==> src/rtl/snap_axi_pkg.sv <==
// Shared constants, types and helpers for the AXI ID remap glue.
// The slot fields are sized for the widest supported core ID and count; narrower configurations leave the upper bits at zero.
package snap_axi_pkg;

    localparam logic [1:0] AXI_BURST_INCR = 2'b01;
    localparam int         SLOT_ID_MAX_W  = 32;
    localparam int         SLOT_CNT_MAX_W = 8;

    typedef struct packed {
        logic                      valid;
        logic [SLOT_ID_MAX_W-1:0]  core_id;
        logic [SLOT_CNT_MAX_W-1:0] count;
    } slot_t;

    // AXI AxSIZE encoding: log2 of the number of bytes per beat.
    function automatic logic [2:0] axi_size_of(input int data_width);
        logic [2:0] size;
        size = 3'd0;
        for (int i = 0; i < 8; i++) begin
            if ((data_width / 8) == (1 << i)) begin
                size = 3'(i);
            end
        end
        return size;
    endfunction

endpackage

==> src/rtl/snap_axi_id_remap_if.sv <==
// Request/response channel pair between the core, the remap block and the host.
// The slave modport is the remap block's view; the master modport drives the core request and host response sides.
interface snap_axi_id_remap_if #(
    parameter int CORE_ID_WIDTH   = 8,
    parameter int HOST_ID_WIDTH   = 1,
    parameter int CORE_ADDR_WIDTH = 32,
    parameter int HOST_ADDR_WIDTH = 64,
    parameter int CORE_LEN_WIDTH  = 4
);
    logic                       core_req_valid;
    logic                       core_req_ready;
    logic [CORE_ID_WIDTH-1:0]   core_req_id;
    logic [CORE_ADDR_WIDTH-1:0] core_req_addr;
    logic [CORE_LEN_WIDTH-1:0]  core_req_len;

    logic                       host_req_valid;
    logic                       host_req_ready;
    logic [HOST_ID_WIDTH-1:0]   host_req_id;
    logic [HOST_ADDR_WIDTH-1:0] host_req_addr;
    logic [7:0]                 host_req_len;
    logic [1:0]                 host_req_burst;
    logic [2:0]                 host_req_size;

    logic                       host_rsp_valid;
    logic                       host_rsp_ready;
    logic [HOST_ID_WIDTH-1:0]   host_rsp_id;
    logic                       host_rsp_last;

    logic                       core_rsp_valid;
    logic                       core_rsp_ready;
    logic [CORE_ID_WIDTH-1:0]   core_rsp_id;

    modport slave (
        input  core_req_valid, core_req_id, core_req_addr, core_req_len,
        output core_req_ready,
        output host_req_valid, host_req_id, host_req_addr, host_req_len, host_req_burst, host_req_size,
        input  host_req_ready,
        input  host_rsp_valid, host_rsp_id, host_rsp_last,
        output host_rsp_ready,
        output core_rsp_valid, core_rsp_id,
        input  core_rsp_ready
    );

    modport master (
        output core_req_valid, core_req_id, core_req_addr, core_req_len,
        input  core_req_ready,
        input  host_req_valid, host_req_id, host_req_addr, host_req_len, host_req_burst, host_req_size,
        output host_req_ready,
        output host_rsp_valid, host_rsp_id, host_rsp_last,
        input  host_rsp_ready,
        input  core_rsp_valid, core_rsp_id,
        output core_rsp_ready
    );

endinterface

==> src/rtl/snap_id_slot_table.sv <==
// Remap slot table: same-ID match / lowest-free selection and per-slot outstanding counts.
// Selection is combinational on pre-edge state; alloc and release take effect at the clock edge.
module snap_id_slot_table
    import snap_axi_pkg::*;
#(
    parameter int CORE_ID_WIDTH = 8,
    parameter int HOST_ID_WIDTH = 1,
    parameter int MAX_OUTST     = 15
) (
    input  logic                     clk,
    input  logic                     rst,
    input  logic [CORE_ID_WIDTH-1:0] req_id_i,
    output logic                     avail_o,
    output logic [HOST_ID_WIDTH-1:0] alloc_slot_o,
    input  logic                     alloc_i,
    input  logic [HOST_ID_WIDTH-1:0] rsp_slot_i,
    output logic                     rsp_bad_o,
    output logic [CORE_ID_WIDTH-1:0] rsp_core_id_o,
    input  logic                     release_i,
    output logic                     busy_o
);
    localparam int                        NSLOT   = 2 ** HOST_ID_WIDTH;
    localparam logic [SLOT_CNT_MAX_W-1:0] CNT_MAX = SLOT_CNT_MAX_W'(MAX_OUTST);
    localparam logic [SLOT_CNT_MAX_W-1:0] CNT_ONE = SLOT_CNT_MAX_W'(1);

    slot_t                    slot_q [NSLOT];
    slot_t                    slot_d [NSLOT];
    slot_t                    rsp_slot;
    logic [SLOT_ID_MAX_W-1:0] req_id_ext;
    logic                     match;
    logic                     free;
    logic [HOST_ID_WIDTH-1:0] match_idx;
    logic [HOST_ID_WIDTH-1:0] free_idx;
    logic [NSLOT-1:0]         inc_v;
    logic [NSLOT-1:0]         dec_v;

    assign req_id_ext    = SLOT_ID_MAX_W'(req_id_i);
    assign rsp_slot      = slot_q[rsp_slot_i];
    assign rsp_bad_o     = !rsp_slot.valid || (rsp_slot.count == '0);
    assign rsp_core_id_o = rsp_bad_o ? '0 : rsp_slot.core_id[CORE_ID_WIDTH-1:0];

    // A matching slot always wins, even when full: a second slot would break same-ID ordering.
    always_comb begin
        match     = 1'b0;
        free      = 1'b0;
        match_idx = '0;
        free_idx  = '0;
        for (int i = NSLOT - 1; i >= 0; i--) begin
            if (slot_q[i].valid && (slot_q[i].core_id == req_id_ext)) begin
                match     = 1'b1;
                match_idx = HOST_ID_WIDTH'(i);
            end
            if (!slot_q[i].valid) begin
                free     = 1'b1;
                free_idx = HOST_ID_WIDTH'(i);
            end
        end
        alloc_slot_o = match ? match_idx : free_idx;
        avail_o      = match ? (slot_q[match_idx].count != CNT_MAX) : free;
    end

    always_comb begin
        inc_v  = '0;
        dec_v  = '0;
        busy_o = 1'b0;
        for (int i = 0; i < NSLOT; i++) begin
            inc_v[i]  = alloc_i && (alloc_slot_o == HOST_ID_WIDTH'(i));
            dec_v[i]  = release_i && (rsp_slot_i == HOST_ID_WIDTH'(i));
            slot_d[i] = slot_q[i];
            if (slot_q[i].count != '0) begin
                busy_o = 1'b1;
            end
            if (inc_v[i] && !dec_v[i]) begin
                slot_d[i].valid   = 1'b1;
                slot_d[i].core_id = req_id_ext;
                slot_d[i].count   = slot_q[i].count + CNT_ONE;
            end else if (dec_v[i] && !inc_v[i]) begin
                slot_d[i].count = slot_q[i].count - CNT_ONE;
                if (slot_q[i].count == CNT_ONE) begin
                    slot_d[i].valid   = 1'b0;
                    slot_d[i].core_id = '0;
                end
            end
        end
    end

    always_ff @(posedge clk or posedge rst) begin
        if (rst) begin
            for (int i = 0; i < NSLOT; i++) begin
                slot_q[i] <= '0;
            end
        end else begin
            for (int i = 0; i < NSLOT; i++) begin
                slot_q[i] <= slot_d[i];
            end
        end
    end

endmodule

==> src/rtl/snap_axi_id_remap.sv <==
// Core-to-host AXI request remap: narrows IDs through a slot table, widens address/len; 1-cycle request latency.
// Request stage is a single full-throughput register stalled by host ready; the response path is combinational.
module snap_axi_id_remap
    import snap_axi_pkg::*;
#(
    parameter int CORE_ID_WIDTH   = 8,
    parameter int HOST_ID_WIDTH   = 1,
    parameter int CORE_ADDR_WIDTH = 32,
    parameter int HOST_ADDR_WIDTH = 64,
    parameter int CORE_LEN_WIDTH  = 4,
    parameter int HOST_DATA_WIDTH = 512,
    parameter int MAX_OUTST       = 15,
    parameter int RSP_HAS_LAST    = 1
) (
    input  logic                                       ap_clk,
    input  logic                                       ap_rst,
    input  logic [HOST_ADDR_WIDTH-CORE_ADDR_WIDTH-1:0] base_addr_hi,
    snap_axi_id_remap_if.slave                         bus,
    output logic                                       busy,
    output logic                                       id_err
);
    localparam logic [2:0] HOST_SIZE = axi_size_of(HOST_DATA_WIDTH);

    logic                       avail;
    logic                       accept;
    logic                       rsp_hs;
    logic                       rsp_bad;
    logic                       rsp_release;
    logic                       slots_busy;
    logic [HOST_ID_WIDTH-1:0]   alloc_slot;
    logic [CORE_ID_WIDTH-1:0]   rsp_core_id;

    logic                       req_vld_q,  req_vld_d;
    logic [HOST_ID_WIDTH-1:0]   req_id_q,   req_id_d;
    logic [HOST_ADDR_WIDTH-1:0] req_addr_q, req_addr_d;
    logic [7:0]                 req_len_q,  req_len_d;
    logic                       id_err_q,   id_err_d;

    snap_id_slot_table #(
        .CORE_ID_WIDTH (CORE_ID_WIDTH),
        .HOST_ID_WIDTH (HOST_ID_WIDTH),
        .MAX_OUTST     (MAX_OUTST)
    ) u_slots (
        .clk           (ap_clk),
        .rst           (ap_rst),
        .req_id_i      (bus.core_req_id),
        .avail_o       (avail),
        .alloc_slot_o  (alloc_slot),
        .alloc_i       (accept),
        .rsp_slot_i    (bus.host_rsp_id),
        .rsp_bad_o     (rsp_bad),
        .rsp_core_id_o (rsp_core_id),
        .release_i     (rsp_release),
        .busy_o        (slots_busy)
    );

    assign bus.core_req_ready = !ap_rst && avail && (!req_vld_q || bus.host_req_ready);
    assign accept             = bus.core_req_valid && bus.core_req_ready;
    assign rsp_hs             = bus.host_rsp_valid && bus.core_rsp_ready;
    // Only a handshake on a live slot may move its count; stray responses just flag id_err.
    assign rsp_release        = rsp_hs && !rsp_bad && (bus.host_rsp_last || (RSP_HAS_LAST == 0));

    always_comb begin
        req_vld_d  = req_vld_q;
        req_id_d   = req_id_q;
        req_addr_d = req_addr_q;
        req_len_d  = req_len_q;
        if (accept) begin
            req_vld_d  = 1'b1;
            req_id_d   = alloc_slot;
            req_addr_d = {base_addr_hi, bus.core_req_addr};
            req_len_d  = 8'(bus.core_req_len);
        end else if (bus.host_req_ready) begin
            req_vld_d  = 1'b0;
        end
        id_err_d = id_err_q || (rsp_hs && rsp_bad);
    end

    always_ff @(posedge ap_clk or posedge ap_rst) begin
        if (ap_rst) begin
            req_vld_q  <= 1'b0;
            req_id_q   <= '0;
            req_addr_q <= '0;
            req_len_q  <= '0;
            id_err_q   <= 1'b0;
        end else begin
            req_vld_q  <= req_vld_d;
            req_id_q   <= req_id_d;
            req_addr_q <= req_addr_d;
            req_len_q  <= req_len_d;
            id_err_q   <= id_err_d;
        end
    end

    assign bus.host_req_valid = req_vld_q;
    assign bus.host_req_id    = req_id_q;
    assign bus.host_req_addr  = req_addr_q;
    assign bus.host_req_len   = req_len_q;
    assign bus.host_req_burst = AXI_BURST_INCR;
    assign bus.host_req_size  = HOST_SIZE;

    assign bus.core_rsp_valid = bus.host_rsp_valid;
    assign bus.host_rsp_ready = bus.core_rsp_ready;
    assign bus.core_rsp_id    = rsp_core_id;

    assign busy   = slots_busy || req_vld_q;
    assign id_err = id_err_q;

endmodule
==> src/flat_wrapper.sv <==
// flat-port wrapper written by rule: the top's interface ports become plain ports
module snap_axi_id_remap_flat import snap_axi_pkg::*;
#(
    parameter int CORE_ID_WIDTH   = 8,
    parameter int HOST_ID_WIDTH   = 1,
    parameter int CORE_ADDR_WIDTH = 32,
    parameter int HOST_ADDR_WIDTH = 64,
    parameter int CORE_LEN_WIDTH  = 4,
    parameter int HOST_DATA_WIDTH = 512,
    parameter int MAX_OUTST       = 15,
    parameter int RSP_HAS_LAST    = 1
)
  (ap_clk, ap_rst, base_addr_hi, busy, id_err, bus_core_req_valid, bus_core_req_id, bus_core_req_addr, bus_core_req_len, bus_core_req_ready, bus_host_req_valid, bus_host_req_id, bus_host_req_addr, bus_host_req_len, bus_host_req_burst, bus_host_req_size, bus_host_req_ready, bus_host_rsp_valid, bus_host_rsp_id, bus_host_rsp_last, bus_host_rsp_ready, bus_core_rsp_valid, bus_core_rsp_id, bus_core_rsp_ready);
  snap_axi_id_remap_if #(.CORE_ID_WIDTH(CORE_ID_WIDTH), .HOST_ID_WIDTH(HOST_ID_WIDTH), .CORE_ADDR_WIDTH(CORE_ADDR_WIDTH), .HOST_ADDR_WIDTH(HOST_ADDR_WIDTH), .CORE_LEN_WIDTH(CORE_LEN_WIDTH)) bus_i ();
  input  logic ap_clk;
  input  logic ap_rst;
  input  logic [HOST_ADDR_WIDTH-CORE_ADDR_WIDTH-1:0] base_addr_hi;
  output logic busy;
  output logic id_err;
  input wire logic [$bits(bus_i.core_req_valid)-1:0] bus_core_req_valid;
  input wire logic [$bits(bus_i.core_req_id)-1:0] bus_core_req_id;
  input wire logic [$bits(bus_i.core_req_addr)-1:0] bus_core_req_addr;
  input wire logic [$bits(bus_i.core_req_len)-1:0] bus_core_req_len;
  output wire logic [$bits(bus_i.core_req_ready)-1:0] bus_core_req_ready;
  output wire logic [$bits(bus_i.host_req_valid)-1:0] bus_host_req_valid;
  output wire logic [$bits(bus_i.host_req_id)-1:0] bus_host_req_id;
  output wire logic [$bits(bus_i.host_req_addr)-1:0] bus_host_req_addr;
  output wire logic [$bits(bus_i.host_req_len)-1:0] bus_host_req_len;
  output wire logic [$bits(bus_i.host_req_burst)-1:0] bus_host_req_burst;
  output wire logic [$bits(bus_i.host_req_size)-1:0] bus_host_req_size;
  input wire logic [$bits(bus_i.host_req_ready)-1:0] bus_host_req_ready;
  input wire logic [$bits(bus_i.host_rsp_valid)-1:0] bus_host_rsp_valid;
  input wire logic [$bits(bus_i.host_rsp_id)-1:0] bus_host_rsp_id;
  input wire logic [$bits(bus_i.host_rsp_last)-1:0] bus_host_rsp_last;
  output wire logic [$bits(bus_i.host_rsp_ready)-1:0] bus_host_rsp_ready;
  output wire logic [$bits(bus_i.core_rsp_valid)-1:0] bus_core_rsp_valid;
  output wire logic [$bits(bus_i.core_rsp_id)-1:0] bus_core_rsp_id;
  input wire logic [$bits(bus_i.core_rsp_ready)-1:0] bus_core_rsp_ready;
  assign bus_i.core_req_valid = bus_core_req_valid;
  assign bus_i.core_req_id = bus_core_req_id;
  assign bus_i.core_req_addr = bus_core_req_addr;
  assign bus_i.core_req_len = bus_core_req_len;
  assign bus_core_req_ready = bus_i.core_req_ready;
  assign bus_host_req_valid = bus_i.host_req_valid;
  assign bus_host_req_id = bus_i.host_req_id;
  assign bus_host_req_addr = bus_i.host_req_addr;
  assign bus_host_req_len = bus_i.host_req_len;
  assign bus_host_req_burst = bus_i.host_req_burst;
  assign bus_host_req_size = bus_i.host_req_size;
  assign bus_i.host_req_ready = bus_host_req_ready;
  assign bus_i.host_rsp_valid = bus_host_rsp_valid;
  assign bus_i.host_rsp_id = bus_host_rsp_id;
  assign bus_i.host_rsp_last = bus_host_rsp_last;
  assign bus_host_rsp_ready = bus_i.host_rsp_ready;
  assign bus_core_rsp_valid = bus_i.core_rsp_valid;
  assign bus_core_rsp_id = bus_i.core_rsp_id;
  assign bus_i.core_rsp_ready = bus_core_rsp_ready;
  snap_axi_id_remap #(.CORE_ID_WIDTH(CORE_ID_WIDTH), .HOST_ID_WIDTH(HOST_ID_WIDTH), .CORE_ADDR_WIDTH(CORE_ADDR_WIDTH), .HOST_ADDR_WIDTH(HOST_ADDR_WIDTH), .CORE_LEN_WIDTH(CORE_LEN_WIDTH), .HOST_DATA_WIDTH(HOST_DATA_WIDTH), .MAX_OUTST(MAX_OUTST), .RSP_HAS_LAST(RSP_HAS_LAST)) u_core (.ap_clk(ap_clk), .ap_rst(ap_rst), .base_addr_hi(base_addr_hi), .bus(bus_i), .busy(busy), .id_err(id_err));
endmodule
==> config.mk <==
export PLATFORM = sky130hd
export DESIGN_NAME = snap_axi_id_remap_flat
export DESIGN_NICKNAME = d
export VERILOG_FILES = /design/src/rtl/snap_axi_pkg.sv /design/src/rtl/snap_axi_id_remap_if.sv /design/src/rtl/snap_id_slot_table.sv /design/src/rtl/snap_axi_id_remap.sv /design/src/flat_wrapper.sv
export SDC_FILE = /design/constraint.sdc
export NUM_CORES = 1
export LEC_CHECK = 0
export CORE_MARGIN = 5
export CORE_UTILIZATION = 50
export CTS_CLUSTER_SIZE = 14
export DETAILED_ROUTE_END_ITERATION = 16
export PLACE_DENSITY = 0.87
export REMOVE_ABC_BUFFERS = 1
export SETUP_SLACK_MARGIN = 0.1
export SLEW_MARGIN = 0
export SYNTH_ARGS = -nofsm -noshare
export SYNTH_HDL_FRONTEND = slang
export SYNTH_SLANG_ARGS = --single-unit
==> constraint.sdc <==
create_clock -name ap_clk -period 8 [get_ports ap_clk]
set_clock_uncertainty 0.2 [all_clocks]
set_input_delay 1.2 -clock ap_clk [delete_from_list [all_inputs] [get_ports ap_clk]]
set_output_delay 1.2 -clock ap_clk [all_outputs]
set_load 0.05 [all_outputs]
* Yosys cells after proc, flatten, opt, wreduce, memory -nomap -nowiden *
Index checks and enable logic that the tools add are counted.

storage, ports and cells
  bits in registers = 153
  bits of input ports = 84
  output and inout bits = 92

cells by class
  $add $sub $neg = 4
  order comparisons = 2
  equality and inequality tests = 5
  mux-type cells = 25
  bitwise operators = 4
  reductions and logical operators = 39

operators by type and width
  cell                 number
  $mux 41              7
  $mux 33              2
  $eq 32x8->1          2
  $mux 8               4
  $logic_and 1x1->1    17
  $add 8x1->8 const B  2
  $eq 8x1->1 const B   2
  $reduce_bool 8->1    2
  $sub 8x1->8 const B  2
  $mux 1               12
  $reduce_bool 2->1    5
  $logic_not 1->1      8
  $logic_not 8->1      1
  $ne 8x4->1 const B   1
  $ge 2x2->1 const B   2
  $logic_or 1x1->1     4
  $not 1->2            2
  $reduce_and 2->1     2
  $not 1->1            2

* Longest topological paths before layout *
Gate-level depths: netlist of the first run.

  depth in word-level cells = 18
  depth in mapped cells = 15
  gate-level depth less buffers = 13

* Hierarchy *
From an unflattened synthesis of the first run, not the netlist that was laid out.

unflattened totals
  cells, all modules = 383
  area total of the unflattened synthesis = 5,180.0 sq um

by module, submodules not included
  module              times used  cells each  area an instance (sq um)  seq. area each (sq um)
  snap_axi_id_remap   1           169         3,050.4                   1,776.7
  snap_id_slot_table  1           214         2,129.5                   850.8

* Worst setup path after synthesis of the first run *
No wires, ideal clock.

  path type = input to register
  start point = input ap_rst
  end point = register u_core.u_slots.slot_q[81] in the netlist's numbering
  library setup time = 0.125 ns
  arrival time = 5.500 ns
  data required time = 7.675 ns
  path slack = 2.175 ns
  cell stages on the path = 11
  path buffers = 2
  cells stage by stage = inv_1 nand2_1 nor2_1 o21ai_4 buf_6 nor2_1 ha_1 clkbuf_1 a31oi_1 nor2_2 mux2_2

RTL lines
  element                         line                      RTL
  start: declaration              flat_wrapper.sv:16        input logic ap_rst;
  end signal: indexed assignment  snap_id_slot_table.sv:94  slot_q[i] <= slot_d[i];
  end: declaration                snap_id_slot_table.sv:26  slot_t slot_q [NSLOT];

* Worst setup path after layout of the first run *
  start point = input bus_core_req_id[3]
  end point = output bus_core_req_ready

between the ends
  word-level cells in the longest chain between the ends = 12
  elaborated cells between the ends (all ways) = 15

ends and longest elaborated chain
  element                                     line                      RTL
  start: declaration                          flat_wrapper.sv:21        input wire logic [$bits(bus_i.core_req_id)-1:0] bus_core_req_id;
  $eq 32x8->1                                 snap_id_slot_table.sv:49  if (slot_q[i].valid && (slot_q[i].core_id == req_id_ext)) begin
  $logic_and 1x1->1                           snap_id_slot_table.sv:49
  $mux 1 (2 in series)                        snap_id_slot_table.sv:49
  $not 1->2 (implied by the code)             snap_id_slot_table.sv:59  avail_o = match ? (slot_q[match_idx].count != CNT_MAX) : free;
  $mux 8 (implied by the code) (3 in series)  snap_id_slot_table.sv:59
  $ne 8x4->1                                  snap_id_slot_table.sv:59
  $mux 1 (*)                                  snap_id_slot_table.sv:59
  $logic_and 1x1->1 (*) (2 in series)         snap_axi_id_remap.sv:57   assign bus.core_req_ready = !ap_rst && avail && (!req_vld_q || bus.host_req_ready);
  end: declaration                            flat_wrapper.sv:24        output wire logic [$bits(bus_i.core_req_ready)-1:0] bus_core_req_ready;

Every way passes the cells marked *; elsewhere a longest branch is shown, timed or not. The select of a mux whose other input is x is not followed.

==> flow_metrics.tcl, run 1 <==
set metrics [dict create \
    row_count 37 \
    slew_headroom_pct 21.92 \
    io_pins 176 \
    ys_seq_area_share_pct 50.75 \
    min-delay-path-class "register to register" \
    finalCritPeriodShare_pct 67.56 \
    fmax_mhz 185.0 \
    antenna_found_initial 0 \
    grt_pass1_wl_um 20490 \
    outcome "finished clean" \
    detail_route.first_pass.iterations 4 \
    max_cap_violation_count 0 \
    globalRouteTotalUtil_pct 20.80 \
    most_frequent_standard_cell_in_the_layout_excluding_fill_and_tap_cells "sky130_fd_sc_hd__clkdlybuf4s50_1" \
    timing.critical_path.required_ns 6.60 \
    ys.flop_type "sky130_fd_sc_hd__dfrtp_1" \
    clock_period_minus_worst_slack_ns 5.405 \
    startpoint_type "primary input" \
    clk_latency_worst_skew_pair_ns 0.38 \
    grt_pass1_vias 3865 \
    worst-endpoint-arrival_ns 4.00 \
    mostFrequentLayoutCells "166 x sky130_fd_sc_hd__clkdlybuf4s50_1, 105 x sky130_fd_sc_hd__dfrtp_1, 68 x sky130_fd_sc_hd__mux2_4" \
    die_x_um 111.8 \
    antenna_left 0 \
    overflow 0 \
    critical_path_peak_fanout 4 \
    leakagePower_nw 3.225 \
    yosys_synthesis_warning_count 0 \
    cts_setup_buffers 0 \
    cts_buffer_depth 2 \
    final-setup-viol-count 0 \
    place.detailed.instances 690 \
    path_clk_slew_ns 0.09 \
    cts-buffers-inserted 9 \
    netlist_instances 407 \
    postSynth.asyncResetShare_pct 100.0 \
    detail_route.drc_violations 0 \
    hpwl_after_detailed_placement_um 9646 \
    count_of_routing_violations_after_the_opening_detailed_route_iteration 178 \
    area_of_the_placeable_core_sq_um 10230 \
    place_congestion 0.8216 \
    layout.cell_area.non_filler_sq_um 7053 \
    flow.area_growth_from_synthesis_pct 36.23 \
    floorplan_die_height_um 111.8 \
    ys_seq_elements 105 \
    synth-edff-count 0 \
    path_class "primary input to primary output" \
    clockRootBuffer "sky130_fd_sc_hd__clkbuf_8" \
    crit_path_top_delay_cell "sky130_fd_sc_hd__clkdlybuf4s50_1" \
    ir_worst_vdd_v 0.0002589 \
    detail_route.wl_per_cell_um 18.50 \
    final_layout_size_suffix_gt1_share_pct 16.90 \
    power_density_nw_per_um2 392.3 \
    numClockSinks 105 \
    rsz0062_at_grt "no" \
    total_neg_setup_slack_ns 0 \
    cts_tree "done" \
    endpoint_class_of_the_critical_path "primary output" \
    floorplan.initialDensity_pct 50.61 \
    port-buffer-count 166 \
    viasPerCell 5.176 \
    crit_chain "clkdlybuf4s50_1, xnor2_1, nand4_1, or3_1, a211oi_2, nor2_1, nor3_1, clkdlybuf4s50_1" \
    vias 3644 \
    mappedNetlistArea_sq_um 5177 \
    ctsResizeCount 0 \
    post_synth_num_cell_types 43 \
    number_of_nets_in_the_layout 659 \
    synthesized_area_per_cell_sq_um 12.72 \
    die-area_sq_um 12490 \
    final-hold-violation-count 0 \
    ctsHoldBuffers 0 \
    grt_start_max_net_pins 66 \
    drt_wl_total_um 13020 \
    critical_path.max_stage_delay_ns 0.84 \
    report.final.slew_viol_count 0 \
    total_inserted_antenna_cells 0 \
    place_area_sq_um 6854 \
    cts.htree.levels 3 \
    post_layout_nonfiller_instances 704 \
    crit_path_frequent_cell "sky130_fd_sc_hd__clkdlybuf4s50_1" \
    tightestPinTransition_ns 1.171 \
]
-- per-stage QoR --
stage / hold slack [ns] / setup slack, ns / power [W] / util, %
after global placement: 0.2517 / 2.644 / 0.002382 / 66.99
after global routing: 0.3161 / 2.481 / 0.002894 / 68.94
after CTS: 0.2938 / 2.593 / 0.002783 / 68.94
after floorplan: 0.2382 / 1.599 / 0.001921 / -
final: 0.2919 / 2.595 / 0.002767 / 68.94
after detailed placement: 0.2744 / 2.622 / 0.002421 / 66.99
-- logic make-up after synthesis --
group                    count (synthesis)  share of synthesized area (%)
XOR/XNOR                                32                          5.413
multiplexers                            80                          22.09
flip-flops                             105                          50.75
adder cells (fa/ha/maj)                 10                          2.417
buffers and inverters                   42                          4.858
other                                    2                         0.1451
AND/OR/NAND/NOR                         97                          9.884
AO/OA/AOI/OAI                           39                          4.447
-- sequential cells by signal (all words and copies together), names as in the netlist --
signal	count
u_core.bus.host_req_id	1
u_core.bus.host_req_len	4
u_core.id_err	1
u_core.bus.host_req_addr	64
u_core.u_slots.slot_q	34
u_core.bus.host_req_valid	1
-- power breakdown --
part / internal [W] / switching, W
clock network: 0.000173 / 0.000177
logic: 0.000609 / 0.000882
registers: 0.000741 / 0.000185
total: 0.00152 / 0.00124
-- routing by layer --
layer,up-vias,global-route usage [%],wire length (um)
met2,106,37.53,7129
met1,1822,23.31,4955
met4,0,8.110,365
met3,25,5.543,573
li1,1691,-,-
met5,-,0,0
-- cell type report --
class                   instances  area (sq um)
multi-input cells             267          2325
fillers                       723          3178
clock inverters                 3         67.56
inverters                      14         55.05
repair buffers                168          1677
well taps                     136         170.2
flip-flops and latches        105          2628
clock buffers                  11         131.4
-- final timing paths --
check	cells past startpoint	slack, ns	end	from
max	8	2.60	bus_core_req_ready	bus_core_req_id[3]
min	1	0.29	u_core.u_slots.slot_q[7]$_DFFE_PP0P_	u_core.u_slots.slot_q[7]$_DFFE_PP0P_
max reg2reg	12	3.78	u_core.u_slots.slot_q[7]$_DFFE_PP0P_	u_core.u_slots.slot_q[4]$_DFFE_PP0P_
min in group asynchronous	2	1.07	u_core.bus.host_req_addr[12]$_DFFE_PP0P_	ap_rst
max in group asynchronous	3	5.36	u_core.u_slots.slot_q[10]$_DFFE_PP0P_	ap_rst
min reg2reg	1	0.29	u_core.u_slots.slot_q[7]$_DFFE_PP0P_	u_core.u_slots.slot_q[7]$_DFFE_PP0P_
-- synth_stat cells (2+ instances only) --
library cell / instances / area, sq um
sky130_fd_sc_hd__conb_1: 2 / 7.510
sky130_fd_sc_hd__or3_1: 3 / 18.77
sky130_fd_sc_hd__inv_1: 14 / 52.55
sky130_fd_sc_hd__nor2_2: 2 / 12.51
sky130_fd_sc_hd__nor2_1: 18 / 67.56
sky130_fd_sc_hd__o21ai_0: 22 / 110.1
sky130_fd_sc_hd__nand4_1: 7 / 43.79
sky130_fd_sc_hd__mux2_4: 68 / 1021
sky130_fd_sc_hd__clkbuf_1: 8 / 30.03
sky130_fd_sc_hd__nand2b_1: 2 / 12.51
sky130_fd_sc_hd__buf_6: 7 / 78.83
sky130_fd_sc_hd__nor2b_1: 2 / 12.51
sky130_fd_sc_hd__xnor2_1: 22 / 192.7
sky130_fd_sc_hd__buf_4: 11 / 82.58
sky130_fd_sc_hd__nand3_1: 21 / 105.1
sky130_fd_sc_hd__nand2_1: 19 / 71.32
sky130_fd_sc_hd__mux2i_1: 10 / 100.1
sky130_fd_sc_hd__and2_1: 2 / 12.51
sky130_fd_sc_hd__mux2_2: 2 / 22.52
sky130_fd_sc_hd__a31oi_1: 2 / 12.51
sky130_fd_sc_hd__dfrtp_1: 105 / 2628
sky130_fd_sc_hd__nor3_1: 7 / 35.03
sky130_fd_sc_hd__and3_1: 5 / 31.28
sky130_fd_sc_hd__a21oi_1: 8 / 40.04
sky130_fd_sc_hd__buf_1: 2 / 7.510
sky130_fd_sc_hd__ha_1: 10 / 125.1
sky130_fd_sc_hd__xor2_1: 10 / 87.58
-- worst max-delay path: cells and delay by family --
family	cells	cell delay [ns]
AND/OR/NAND/NOR	4	0.91
AO/OA/AOI/OAI	1	0.33
buffers and inverters	2	1.40
XOR/XNOR	1	0.16
Power figures use the tool's default switching activity.
==> run 2: changes to the inputs <==
Settings changed: CORE_UTILIZATION 50 to 46, PLACE_DENSITY 0.87 to 0.81.
Clock period 8 ns to 5.3 ns, I/O delays scaled along.
==> flow_metrics.tcl, run 2 (same netlist as run 1, synthesis figures left out) <==
set metrics [dict create \
    outcome "finished clean" \
    die_x_um 116.1 \
    numClockSinks 105 \
    cts_tree "done" \
    antenna_found_initial 0 \
    hold-worst-slack_ns 0.2730 \
    antenna_left 0 \
    reg2reg_to "u_core.u_slots.slot_q[7]$_DFFE_PP0P_" \
    grt_pass1_vias 3912 \
    intPower_w 0.002409 \
    critical_path_peak_fanout 4 \
    vias 3590 \
    row_count 38 \
    grt_pass1_wl_um 20310 \
    rr_worst_depth 12 \
    clockRootBuffer "sky130_fd_sc_hd__clkbuf_16" \
    viasPerCell 5.042 \
    path_class "primary input to primary output" \
    port-buffer-count 166 \
    hold-path-cell-count 1 \
    utilization_pct 65.57 \
    tightestPinTransition_ns 0.9745 \
    overflow 0 \
    area_of_the_placeable_core_sq_um 10940 \
    timing.critical_path.required_ns 4.30 \
    final-setup-viol-count 0 \
    worst_hold_path.endpoint "u_core.u_slots.slot_q[7]$_DFFE_PP0P_" \
    place_area_sq_um 6874 \
    power.switching_w 0.001891 \
    io_pins 176 \
    power_frac_comb_pct 52.1 \
    cts_setup_buffers 0 \
    switching_share_pct 43.97 \
    number_of_nets_in_the_layout 661 \
    detail_route.drc_violations 0 \
    preCtsSetupSlack_ns 0.6117 \
    globalRouteTotalUtil_pct 19.20 \
    worst-endpoint-arrival_ns 3.62 \
    die-area_sq_um 13480 \
    floorplan_die_height_um 116.1 \
    max_cap_violation_count 0 \
    seq_power_share_pct 32.6 \
    endpoint_class_of_the_critical_path "primary output" \
    detail_route.wl_per_cell_um 17.37 \
    cts_buffer_depth 2 \
    rsz0062_at_grt "no" \
    flow.area_growth_from_synthesis_pct 38.50 \
    min-delay-path-class "register to register" \
    hold_start "u_core.u_slots.slot_q[7]$_DFFE_PP0P_" \
    power_density_nw_per_um2 599.6 \
    path_clk_slew_ns 0.07 \
    ctsHoldBuffers 0 \
    count_of_routing_violations_after_the_opening_detailed_route_iteration 158 \
    finalCritPeriodShare_pct 87.12 \
    ir_worst_vdd_v 0.0004396 \
    finalWorstSetupSlack_ns 0.6825 \
    fmax_mhz 216.6 \
    grt_start_max_net_pins 65 \
    final_layout_size_suffix_gt1_share_pct 17.48 \
    detail_route.first_pass.iterations 6 \
    worst-r2r-setup-slack_ns 1.28 \
    report.final.slew_viol_count 0 \
    clk_latency_worst_skew_pair_ns 0.33 \
    most_frequent_standard_cell_in_the_layout_excluding_fill_and_tap_cells "sky130_fd_sc_hd__clkdlybuf4s50_1" \
    largest_reg_flops 64 \
    clock_period_minus_worst_slack_ns 4.618 \
    cts-buffers-inserted 9 \
    post_layout_nonfiller_instances 712 \
    hpwl_after_detailed_placement_um 9343 \
    place.detailed.instances 696 \
    startpoint_type "primary input" \
    slew_headroom_pct 35.04 \
    drt_wl_total_um 12370 \
    final-hold-violation-count 0 \
    leakagePower_nw 3.280 \
    clockPowerShare_pct 15.4 \
    layout.cell_area.non_filler_sq_um 7171 \
    mostFrequentLayoutCells "166 x sky130_fd_sc_hd__clkdlybuf4s50_1, 105 x sky130_fd_sc_hd__dfrtp_1, 68 x sky130_fd_sc_hd__mux2_4" \
    r2r_start "u_core.u_slots.slot_q[4]$_DFFE_PP0P_" \
    place_congestion 0.8815 \
    ctsResizeCount 0 \
    total_inserted_antenna_cells 0 \
    cts.htree.levels 3 \
    floorplan.initialDensity_pct 47.35 \
]
run 2: cell count changes in the layout (fill, tap and decap cells not counted), sizes merged:
cell,delta
buf,+2
clkinv,+2
bufinv,-1
inv,+1
run 2: worst max-delay path by stage:
stage                            start                               endpoint  slack (ns)  depth (start not counted)
floorplan                       ap_rst  u_core.u_slots.slot_q[81]$_DFFE_PP0P_       -0.70                          9
global placement    bus_core_req_id[4]                     bus_core_req_ready        0.77                          8
detailed placement  bus_core_req_id[2]   u_core.u_slots.slot_q[7]$_DFFE_PP0P_        0.61                         13
CTS                 bus_core_req_id[4]                     bus_core_req_ready        0.69                          8
global route        bus_core_req_id[3]                     bus_core_req_ready        0.55                          8
finish              bus_core_req_id[3]                     bus_core_req_ready        0.68                          8
run 2: final cells by class:
type                       instances  area, sq um
clock buffer                      11        232.7
clock inverter                     5        63.81
fill                             801         3765
inverter                          14        55.05
sequential                       105         2628
timing repair buffer             170         1692
multi-input combinational        267         2325
tap                              140        175.2
run 2: through the flow:
stage	TNS, ns	power [W]
global placement	0	0.003610
global route	0	0.004521
floorplan	-13.44	0.002900
CTS	0	0.004337
detailed placement	0	0.003649
finish	0	0.004300
run 2: layer usage:
layer	global-route usage, %	part of all wire (%)	vias to the layer above	wire, um
met2	30.30	48	148	5880
met5	0	0	-	0
met4	3.248	0.53	0	65
met1	25.49	43	1735	5276
met3	7.927	9.2	6	1143
li1	-	-	1701	-
run 2: critical path, stage by stage:
cell and delay, ns:
sky130_fd_sc_hd__clkdlybuf4s50_1 0.57, sky130_fd_sc_hd__xnor2_1 0.15, sky130_fd_sc_hd__nand4_1 0.20, sky130_fd_sc_hd__or3_1 0.43
sky130_fd_sc_hd__a211oi_2 0.33, sky130_fd_sc_hd__nor2_1 0.13, sky130_fd_sc_hd__nor3_1 0.18, sky130_fd_sc_hd__clkdlybuf4s50_1 0.84
run 2: power by group through the flow:
stage / clock network (W) / registers (W) / logic (W)
floorplan: 0 / 0.00209 / 0.000808
global placement: 0 / 0.00139 / 0.00222
detailed placement: 0 / 0.00139 / 0.00226
CTS: 0.000677 / 0.00140 / 0.00226
global route: 0.000713 / 0.00145 / 0.00236
finish: 0.000660 / 0.00140 / 0.00224
==> run 3: changes to the inputs <==
Clock period 5.3 ns to 4.77 ns, I/O delays scaled along.
==> flow_metrics.tcl, run 3 (same netlist as run 1, synthesis figures left out) <==
set metrics [dict create \
    numClockSinks 105 \
    place_area_sq_um 6897 \
    slew_headroom_pct 43.05 \
    hold_start "u_core.id_err$_DFF_PP0_" \
    max_cap_violation_count 0 \
    hpwl_after_detailed_placement_um 9643 \
    count_of_fill_cells_added_during_filler_insertion 846 \
    layout.cell_area.non_filler_sq_um 7231 \
    clockRootBuffer "sky130_fd_sc_hd__clkbuf_16" \
    crit_path_frequent_cell "sky130_fd_sc_hd__clkdlybuf4s50_1" \
    viasPerCell 5.087 \
    cts_tree "done" \
    rsz0062_at_grt "no" \
    vias 3637 \
    ctsHoldBuffers 0 \
    r2r_start "u_core.u_slots.slot_q[4]$_DFFE_PP0P_" \
    regArea_sq_um 2628 \
    detail_route.wl_per_cell_um 17.98 \
    worst-endpoint-arrival_ns 3.54 \
    critPathLaunch "bus_core_req_id[3]" \
    hold-path-cell-count 1 \
    die-area_sq_um 13480 \
    place_congestion 0.8326 \
    worst-r2r-setup-slack_ns 1.08 \
    min-delay-path-class "register to register" \
    power_density_nw_per_um2 674.3 \
    critical_path.max_stage_delay_ns 0.84 \
    leakagePower_nw 3.319 \
    critical_path_peak_fanout 4 \
    grt_start_max_net_pins 71 \
    final_layout_size_suffix_gt1_share_pct 18.26 \
    clock_period_minus_worst_slack_ns 4.454 \
    antenna_left 0 \
    cts-buffers-inserted 9 \
    ctsResizeCount 0 \
    total_inserted_antenna_cells 0 \
    reg2reg_to "u_core.u_slots.slot_q[7]$_DFFE_PP0P_" \
    report.final.slew_viol_count 0 \
    number_of_nets_in_the_layout 664 \
    clk_latency_worst_skew_pair_ns 0.34 \
    detail_route.drc_violations 0 \
    crit_chain "clkdlybuf4s50_1, xnor2_1, nand4_1, or3_1, a211oi_2, nor2_1, nor3_1, clkdlybuf4s50_1" \
    crit_path_top_delay_cell "sky130_fd_sc_hd__clkdlybuf4s50_1" \
    most_frequent_standard_cell_in_the_layout_excluding_fill_and_tap_cells "sky130_fd_sc_hd__clkdlybuf4s50_1" \
    ir_worst_vdd_v 0.0005026 \
    path_clk_slew_ns 0.07 \
    port-buffer-count 166 \
    antenna_found_initial 0 \
    finalCritPeriodShare_pct 93.38 \
    path_class "primary input to primary output" \
    area_of_the_placeable_core_sq_um 10940 \
    outcome "finished clean" \
    rr_worst_depth 12 \
    multiInputGateArea_sq_um 2325 \
    cts_buffer_depth 2 \
    final-setup-viol-count 0 \
    overflow 0 \
    detail_route.first_pass.iterations 4 \
    worst_hold_path.endpoint "u_core.id_err$_DFF_PP0_" \
    largest_reg_flops 64 \
    timing.critical_path.required_ns 3.85 \
    cts_setup_buffers 0 \
    final-hold-violation-count 0 \
    cts.htree.levels 3 \
    endpoint_class_of_the_critical_path "primary output" \
    preCtsSetupSlack_ns 0.2933 \
    totalPowerFinal_w 0.004876 \
    floorplan.initialDensity_pct 47.35 \
    floorplan_die_height_um 116.1 \
    count_of_routing_violations_after_the_opening_detailed_route_iteration 116 \
    die_x_um 116.1 \
    fmax_mhz 224.5 \
    flow.area_growth_from_synthesis_pct 39.66 \
    mostFrequentLayoutCells "166 x sky130_fd_sc_hd__clkdlybuf4s50_1, 105 x sky130_fd_sc_hd__dfrtp_1, 68 x sky130_fd_sc_hd__mux2_4" \
    tightestPinTransition_ns 0.8542 \
    row_count 38 \
    hold-worst-slack_ns 0.2719 \
    finalWorstSetupSlack_ns 0.3157 \
    grt_pass1_wl_um 20790 \
    drt_wl_total_um 12850 \
    grt_pass1_vias 3976 \
    startpoint_type "primary input" \
    io_pins 176 \
    globalRouteTotalUtil_pct 19.99 \
]
==> run 3: changes by cell type in the layout (fill, tap and decap cells not counted) <==
cell and delta:
sky130_fd_sc_hd__clkinvlp_4 -1, sky130_fd_sc_hd__clkbuf_8 +1, sky130_fd_sc_hd__clkinv_4 -1, sky130_fd_sc_hd__clkbuf_1 -2, sky130_fd_sc_hd__bufinv_16 +1, sky130_fd_sc_hd__inv_6 +2, sky130_fd_sc_hd__buf_4 +3
==> run 3: metrics by stage <==
stage                     util [%]  instances  setup TNS (ns)
final                        66.12        715               0
after global routing         66.12        715               0
after CTS                    66.12        715               0
after detailed placement     63.07        699               0
after global placement       63.07        699               0
after floorplan                  -        386          -32.14
==> run 3: how the worst max path moves through the flow <==
| stage | end | slack, ns | cells past startpoint |
|---|---|---|---|
| 3_3_place_gp | bus_core_req_ready | 0.38 | 8 |
| 4_1_cts | bus_core_req_ready | 0.28 | 8 |
| 6_report | bus_core_req_ready | 0.32 | 8 |
| 2_1_floorplan | u_core.u_slots.slot_q[81]$_DFFE_PP0P_ | -1.15 | 9 |
| 3_5_place_dp | bus_core_req_ready | 0.29 | 8 |
| 5_1_grt | bus_core_req_ready | 0.20 | 8 |
==> run 3: cell type report <==
type	count	share of cell area, %
Sequential cell	105	36.34
Multi-Input combinational cell	267	32.15
Timing Repair Buffer	173	23.71
Clock buffer	10	3.305
Tap cell	140	2.423
Clock inverter	6	1.315
Inverter	14	0.7614
==> run 3: per-layer routing <==
layer  global-route usage, %  vias to the layer above  wire (um)
li1                        -                     1710          -
met1                   24.81                     1765       5271
met2                   32.22                      145       6057
met3                   8.912                       17       1319
met4                   4.950                        0        206
met5                       0                        -          0
==> run 3: worst max-delay path: cells and delay by family <==
kind,cells,cell delay (ns)
AOI/OAI and AO/OA,1,0.35
buffers and inverters,2,1.42
and+or+nand+nor,4,0.91
xor gates and xnor gates,1,0.14
==> run 3: power by group <==
| part | total, W | switching, W | internal, W |
|---|---|---|---|
| Combinational | 0.00250 | 0.00148 | 0.00102 |
| Sequential | 0.00156 | 0.000315 | 0.00125 |
| Clock | 0.000816 | 0.000335 | 0.000481 |
